**config.mk**
```make
export PLATFORM = sky130hd
export DESIGN_NAME = spi_ram_ctrl
export DESIGN_NICKNAME = d
export VERILOG_FILES = /design/src/rtl/spi_ram_pkg.sv /design/src/rtl/spi_ram_rd_pipe.sv /design/src/rtl/spi_ram_ctrl.sv
export SDC_FILE = /design/constraint.sdc
export NUM_CORES = 1
export LEC_CHECK = 0
export CAP_MARGIN = 10
export CORE_AREA = 4 4 50 74
export CTS_BUF_LIST = sky130_fd_sc_hd__clkbuf_16
export DETAILED_ROUTE_END_ITERATION = 8
export DIE_AREA = 0 0 54 78
export GPL_TIMING_DRIVEN = 0
export PLACE_DENSITY = 0.85
export RECOVER_POWER = 100
export SLEW_MARGIN = 20
export SYNTH_ARGS = -nofsm -noshare
export SYNTH_HDL_FRONTEND = slang
export SYNTH_SLANG_ARGS = --single-unit
```
**constraint.sdc**
```tcl
create_clock -name sclk -period 4.3 [get_ports sclk]
set_input_delay 0.86 -clock sclk [delete_from_list [all_inputs] [get_ports sclk]]
set_output_delay 0.86 -clock sclk [all_outputs]
set_load 0.05 [all_outputs]
```
**src/rtl/spi_ram_pkg.sv**
```systemverilog
// spi_ram_pkg: shared types, frame field helpers and parity for spi_ram_ctrl.
// RAM_PARITY_EN widens the RAM word by one even-parity bit.
package spi_ram_pkg;
  localparam int DATA_W = 8;
  localparam int ADDR_W = 7;
  localparam int INST_W = 1 + ADDR_W + DATA_W;
`ifdef RAM_PARITY_EN
  localparam int RAM_W = DATA_W + 1;
`else
  localparam int RAM_W = DATA_W;
`endif
  localparam logic OP_WRITE = 1'b1;
  localparam logic OP_READ = 1'b0;
  typedef enum logic [2:0] {IDLE, WR, RD_ISSUE, RD_WAIT, RD_HOLD} ctrl_state_e;
  function automatic logic frame_op(input logic [INST_W-1:0] f);
    return f[INST_W-1];
  endfunction
  function automatic logic [ADDR_W-1:0] frame_addr(input logic [INST_W-1:0] f);
    return f[INST_W-2:DATA_W];
  endfunction
  function automatic logic [DATA_W-1:0] frame_data(input logic [INST_W-1:0] f);
    return f[DATA_W-1:0];
  endfunction
  function automatic logic parity(input logic [DATA_W-1:0] d);
    return ^d;
  endfunction
endpackage

```
**src/rtl/spi_ram_rd_pipe.sv**
```systemverilog
// spi_ram_rd_pipe: RAM_LATENCY-deep valid shift register flagging the read-data capture cycle.
module spi_ram_rd_pipe #(
  parameter int LAT = 1
) (
  input  logic sclk,
  input  logic rst_n,
  input  logic issue,
  output logic cap
);
  logic [LAT-1:0] sr;
  always_ff @(posedge sclk or negedge rst_n) begin
    if (!rst_n) sr <= '0;
    else sr <= LAT'({sr, issue});
  end
  assign cap = sr[LAT-1];
endmodule

```
**src/rtl/spi_ram_ctrl.sv**
```systemverilog
// spi_ram_ctrl: turns SPI slave frames into single-port RAM writes/reads and returns read data.
// Define RAM_PARITY_EN to store and check an even-parity bit per RAM word.
module spi_ram_ctrl
  import spi_ram_pkg::*;
#(
  parameter int DATA_SIZE = DATA_W,
  parameter int ADDR_SIZE = ADDR_W,
  parameter int INST_SIZE = INST_W,
  parameter int RAM_LATENCY = 1
) (
  input  logic                 sclk,
  input  logic                 rst_n,
  input  logic [INST_SIZE-1:0] rx_data,
  input  logic                 rx_valid,
  output logic [DATA_SIZE-1:0] tx_data,
  output logic                 tx_valid,
  output logic                 ram_en,
  output logic                 ram_we,
  output logic [ADDR_SIZE-1:0] ram_addr,
  output logic [RAM_W-1:0]     ram_wdata,
  input  logic [RAM_W-1:0]     ram_rdata,
  output logic                 busy,
  output logic                 frame_abort,
  output logic                 par_err
);
  ctrl_state_e state, next;
  logic rx_valid_q, aborted, cap, accept, drop, mism;
  logic ram_en_d, ram_we_d, busy_d, tx_valid_d, abort_d, par_err_d, deliver;
  assign accept = state == IDLE && rx_valid && !rx_valid_q;
  assign drop = aborted || !rx_valid;
  assign deliver = state == RD_WAIT && cap && !drop;
`ifdef RAM_PARITY_EN
  assign mism = ram_rdata[DATA_SIZE] ^ parity(ram_rdata[DATA_SIZE-1:0]);
`else
  assign mism = 1'b0;
`endif
  spi_ram_rd_pipe #(.LAT(RAM_LATENCY)) u_rd_pipe (
    .sclk (sclk),
    .rst_n(rst_n),
    .issue(state == RD_ISSUE),
    .cap  (cap)
  );
  always_ff @(posedge sclk or negedge rst_n) begin
    if (!rst_n) begin
      state       <= IDLE;
      rx_valid_q  <= 1'b1;
      aborted     <= 1'b0;
      ram_en      <= 1'b0;
      ram_we      <= 1'b0;
      busy        <= 1'b0;
      tx_valid    <= 1'b0;
      frame_abort <= 1'b0;
      par_err     <= 1'b0;
      tx_data     <= '0;
      ram_addr    <= '0;
      ram_wdata   <= '0;
    end else begin
      state       <= next;
      rx_valid_q  <= rx_valid;
      aborted     <= (state == RD_ISSUE || state == RD_WAIT) && (aborted || !rx_valid);
      ram_en      <= ram_en_d;
      ram_we      <= ram_we_d;
      busy        <= busy_d;
      tx_valid    <= tx_valid_d;
      frame_abort <= abort_d;
      par_err     <= par_err_d;
      if (deliver) tx_data <= ram_rdata[DATA_SIZE-1:0];
      if (accept) ram_addr <= frame_addr(rx_data);
`ifdef RAM_PARITY_EN
      if (accept && frame_op(rx_data) == OP_WRITE) ram_wdata <= {parity(frame_data(rx_data)), frame_data(rx_data)};
`else
      if (accept && frame_op(rx_data) == OP_WRITE) ram_wdata <= frame_data(rx_data);
`endif
    end
  end
  always_comb begin
    next = state;
    case (state)
      IDLE:     if (accept) next = frame_op(rx_data) == OP_WRITE ? WR : RD_ISSUE;
      WR:       next = IDLE;
      RD_ISSUE: next = RD_WAIT;
      RD_WAIT:  if (cap) next = drop ? IDLE : RD_HOLD;
      RD_HOLD:  if (!rx_valid) next = IDLE;
      default:  next = IDLE;
    endcase
  end
  // outputs are computed from the next state so they line up with the registered state
  always_comb begin
    ram_en_d   = next == WR || next == RD_ISSUE;
    ram_we_d   = next == WR;
    busy_d     = next != IDLE;
    tx_valid_d = next == RD_HOLD;
    abort_d    = state == RD_WAIT && cap && drop;
    par_err_d  = deliver && mism;
  end
endmodule

```
# Word level (Yosys, flattened, before mapping)
# Index checks and enable logic that the tools add are counted.
# classes
n_eq_ne	6
n_mux	6
n_reduce_logical	15
# op_table
cell	count
$mux W3	4
$pmux W3 S4	1
$eq A3 B2 Y1 const B	3
$logic_and A1 B1 Y1	7
$eq A3 B3 Y1 const B	2
$eq A3 B1 Y1 const B	1
$logic_not A1 Y1	3
$logic_not A3 Y1	1
$logic_or A1 B1 Y1	3
$reduce_bool A3 Y1	1
$mux W2	1
# word_totals
out_inout_bits	29
ff_bits	34
elab_cells	39
in_bits	27

# Depth between registers and ports, before layout
# depth
depth_word	7
depth_mapped	4
depth_no_buf	3

# Cells and area by module
# From an unflattened synthesis, not the netlist that was laid out.
# hier_totals
cells_unflattened	82
area_unflattened_um2	1292.5
# by_module_without_submodules
mod	cells_each	n_inst	seq_area_each_um2	area_per_inst_um2
spi_ram_ctrl	81	1	827.0	1267.5
spi_ram_rd_pipe	1	1	25.0	25.0

# Worst setup path after synthesis
# No wires, ideal clock.
# synth_path
path_kind	input to register
startpoint	input port rx_valid
endpoint	register ram_wdata[0]
cell_stages	4
slack_ns	2.479
required_time_ns	4.175
n_path_buf	1
setup_time_ns	0.125
arrival_ns	1.696
cell_sequence	nor4b_2 > nor3b_2 > buf_6 > mux2_2
# synth_between
elab_chain_cells	3
# synth_lines
element	line	text
start: declaration	spi_ram_ctrl.sv:14	input logic rx_valid,
$logic_and A1 B1 Y1 (2 in a row)	spi_ram_ctrl.sv:29	assign accept = state == IDLE && rx_valid && !rx_valid_q;
$logic_and A1 B1 Y1	spi_ram_ctrl.sv:72	if (accept && frame_op(rx_data) == OP_WRITE) ram_wdata <= frame_data(rx_data);
end signal: assignment	spi_ram_ctrl.sv:72	
end: declaration	spi_ram_ctrl.sv:20	output logic [RAM_W-1:0] ram_wdata,
# Every way passes these cells.
# A chain may end at the register's enable or synchronous reset.

# Final worst setup path
# layout_path
startpoint	input port rx_valid
endpoint	register ram_wdata[7]
# Same word-level chain as after synthesis.

==> run_results.csv <==
group,metric,value,unit
status,failed_checks,"capacitance limit, slew limit",
finish,area_growth_syn_to_layout,53.44,%
clocking,htree_num_levels,2,
synthesis,synth_common_cells,"33 x dfrtp_1, 23 x mux2_2, 4 x nor2_1",
sta,maxClockFrequency,349.8,MHz
worst_setup_path,crit_type,"in -> reg",
sta,postLayoutSetupSlackWorst,1.441,ns
sta,finClkSkew,0.004395,ns
clocking,hold_fix_buffers_cts,0,
pwr,irDropWorstVdd,620.4,uV
worst_setup_path,timing.reg2reg.setup_slack,2.25,ns
pwr,p_clk_frac,0.192,
clocking,clock_tree.root_cell,"clkbuf_16",
pwr,intPower,0.9468,mW
worst_hold_path,timing.hold.worst_path_depth,1,
worst_setup_path,worst_setup_path_start_kind,"input port",
synthesis,synth_top_flop_cell,"dfrtp_1",
detailed_routing,drt_pass1_iterations,2,
finish,insertedDiodeCount,0,
sta,final_worst_path_period_need,2.859,ns
synthesis,synth_nets,109,
synthesis,area_of_the_mapped_netlist,1292,sq um
detailed_routing,viasPerCell,4.864,
worst_hold_path,worstHoldPathType,"reg -> reg",
finish,layout.cells.non_filler,184,
sta,transition_time_at_the_pin_with_the_least_slew_margin,1.747,ns
floorplanning,ioPinCount,56,
synthesis,synth_cell_type_count,21,
synthesis,yosys.cell_count.top_type,"dfrtp_1",
global_route,groute.usage.overall,0.1555,
floorplanning,initial_standard_cell_utilization_of_the_core,0.4174,
pwr,sequentialPowerShare,0.314,
run,cap_viol_max_count,1,
floorplanning,placement_rows,25,
synthesis,synthArstFlopShare,1.000,
global_route,met1_usage,0.1450,
worst_hold_path,timing.hold.worst.start,"ram_wdata[4]",
synthesis,ys_warn_count,0,
pwr,total_switching_power,0.7324,mW
sta,endpoints_failing_setup,0,
clocking,ctsLongestPathBuffers,2,
pwr,combinationalPowerShare,0.494,
synthesis,post_synthesis_sequential_element_count,34,
sta,slew-limit-headroom,-0.1649,
clocking,cts.repair.resized,0,
worst_setup_path,cpPeakStageDelay,0.69,ns
worst_hold_path,worst_hold_path.endpoint,"ram_wdata[4]",
synthesis,syn_avg_cell_area,15.76,sq um
synthesis,yosysTopAreaCellShare,0.6389,
clocking,cts-buffers-inserted,5,
global_route,first_global_vias,1052,
status,run_status,"finished with violations",
floorplanning,die_outline_width,54,microns
finish,drive_gt1_frac,0.2222,
floorplanning,die_h,78,microns
global_route,grt_remaining_overflow,0,
place,dp_hpwl,2.179,mm
detailed_routing,ant_nets,0,
worst_setup_path,cp_data_arrival_time,3.01,ns
clocking,clock-sinks,34,
pwr,cellLeakagePower,0.8860,nW
global_route,met3_usage,0.06334,
global_route,wire_length_of_the_first_global_routing_pass,4.671,mm
worst_setup_path,worst_setup_path_end_kind,"flip-flop",
sta,count_of_endpoints_failing_hold_in_the_final_timing_report,0,
place,post-place-cells,176,
clocking,clock_latency,0.27,ns
place,placement_cell_area,1878,sq um
worst_setup_path,timing.critical_path.max_delay_family,"buffers and inverters",
worst_setup_path,r2r_start,"state[1]",
sta,post-route-period-util,0.6648,
sta,rsz0062_at_grt,"false",
global_route,grt_busiest_layer,"met2",
synthesis,register_area_share_after_synthesis,0.6592,
worst_setup_path,crit_path_cell_trace,"dlygate4sd3_1, nor4b_1, nor3b_1, clkbuf_1, mux2_2",
clocking,cts_tree,"done",
worst_setup_path,register_to_register_path_depth,4,
worst_setup_path,worstReg2RegEnd,"ram_wdata[7]",
synthesis,syn_inst,82,
sta,final.setup.tns,0,ns
place,routabilityCongestion,0.7131,
synthesis,netlist.top_cell.by_area,"dfrtp_1",
detailed_routing,route.detailed.wl_per_inst,15.28,microns
sta,maxSlewViolCount,35,
synthesis,synth_enable_flop_cells,0,
pwr,total_power,1.679,mW
clocking,worst_setup_hold_path_clk_slew,0.05,ns
pwr,sw_frac,0.4362,
worst_setup_path,critical_path_buf_inv_count,2,
finish,design.final.nets,170,
global_route,antenna_found_initial,0,
detailed_routing,remaining_drc_errors,0,
synthesis,post_synth_main_area_contributors,"dfrtp_1 64%, mux2_2 20%, dfstp_2 2.0%",
worst_setup_path,critical_path.slowest_cell,"dlygate4sd3_1",
global_route,largest_net_degree_at_the_start_of_global_routing,35,
place,port-buffer-count,54,
pwr,power_density,846.7,nW/um^2
detailed_routing,detail_route.iter0.violations,20,
finish,final_cell_area,1983,sq um
worst_setup_path,timing.critical_path.from,"rx_valid",
worst_setup_path,worst-path-max-fanout,10,
detailed_routing,vias,895,
global_route,grt_use_met2,0.2816,
clocking,cts_post_setup_buffers_inserted,0,
detailed_routing,wl,2.812,mm
floorplanning,dieArea,4212,sq um
place,pre_cts_ws,1.665,ns
floorplanning,fp.coreArea,3097,sq um
worst_setup_path,crit_required,4.45,ns
-- power groups by stage --
stage / Clock [mW] / Sequential (mW) / Combinational, mW
finish: 0.322 / 0.528 / 0.829
global route: 0.352 / 0.546 / 0.870
CTS: 0.331 / 0.538 / 0.890
detailed placement: 0 / 0.542 / 0.887
global placement: 0 / 0.529 / 0.871
floorplan: 0 / 0.946 / 0.165
-- per-stage QoR --
| step | hold slack, ns | utilization |
|---|---|---|
| global placement | 0.4837 | 0.6081 |
| finish | 0.4981 | 0.6404 |
| global route | 0.5306 | 0.6404 |
| CTS | 0.5064 | 0.6505 |
| detailed placement | 0.4952 | 0.6065 |
| floorplan | 0.4669 | - |
-- worst max path at each step --
stage / endpoint / slack [ns] / depth (start not counted)
floorplan: ram_wdata[0] / 2.48 / 4
global placement: ram_wdata[3] / 1.76 / 5
detailed placement: ram_wdata[7] / 1.66 / 5
CTS: ram_wdata[7] / 1.93 / 5
global route: ram_wdata[1] / 1.29 / 5
finish: ram_wdata[7] / 1.44 / 5
-- cells by family after synthesis --
logic type             share of synthesized area
other                                   0.002901
muxes                                     0.2004
AOI/OAI and AO/OA                        0.03582
DFF                                       0.6592
buffers and inverters                    0.02323
and+or+nand+nor                          0.07841
-- cells in the final DEF, fill, tap and decap left out, drive strengths merged, types with 2 or more instances in the layout --
| cell | synthesis | final |
|---|---|---|
| dlygate4sd3 | 0 | 29 |
| nor2 | 5 | 5 |
| nand2b | 2 | 2 |
| clkinv | 0 | 3 |
| clkdlybuf4s50 | 0 | 24 |
| dfrtp | 33 | 33 |
| mux2 | 23 | 23 |
| nor2b | 2 | 2 |
| a31o | 2 | 2 |
| clkbuf | 0 | 8 |
-- layout make-up --
class	count	area [sq um]
buffer	3	15.01
fill	242	1114
clock inverter	3	11.26
tap	40	50.05
clock buffer	5	125.1
multi-input combinational	44	391.6
inverter	1	3.754
sequential	34	852.1
timing repair buffer	54	534.3
-- per-layer routing --
layer	vias up	wire [microns]
li1	408	-
met1	445	950
met2	37	1640
met3	5	199
met4	0	21
met5	-	0
-- sequential cells by signal (all words and copies together), names as in the netlist, 3 cells and up --
signal,flops
ram_wdata,8
tx_data,8
ram_addr,7
state,3
No activity file was read; power rests on OpenSTA's default activity.
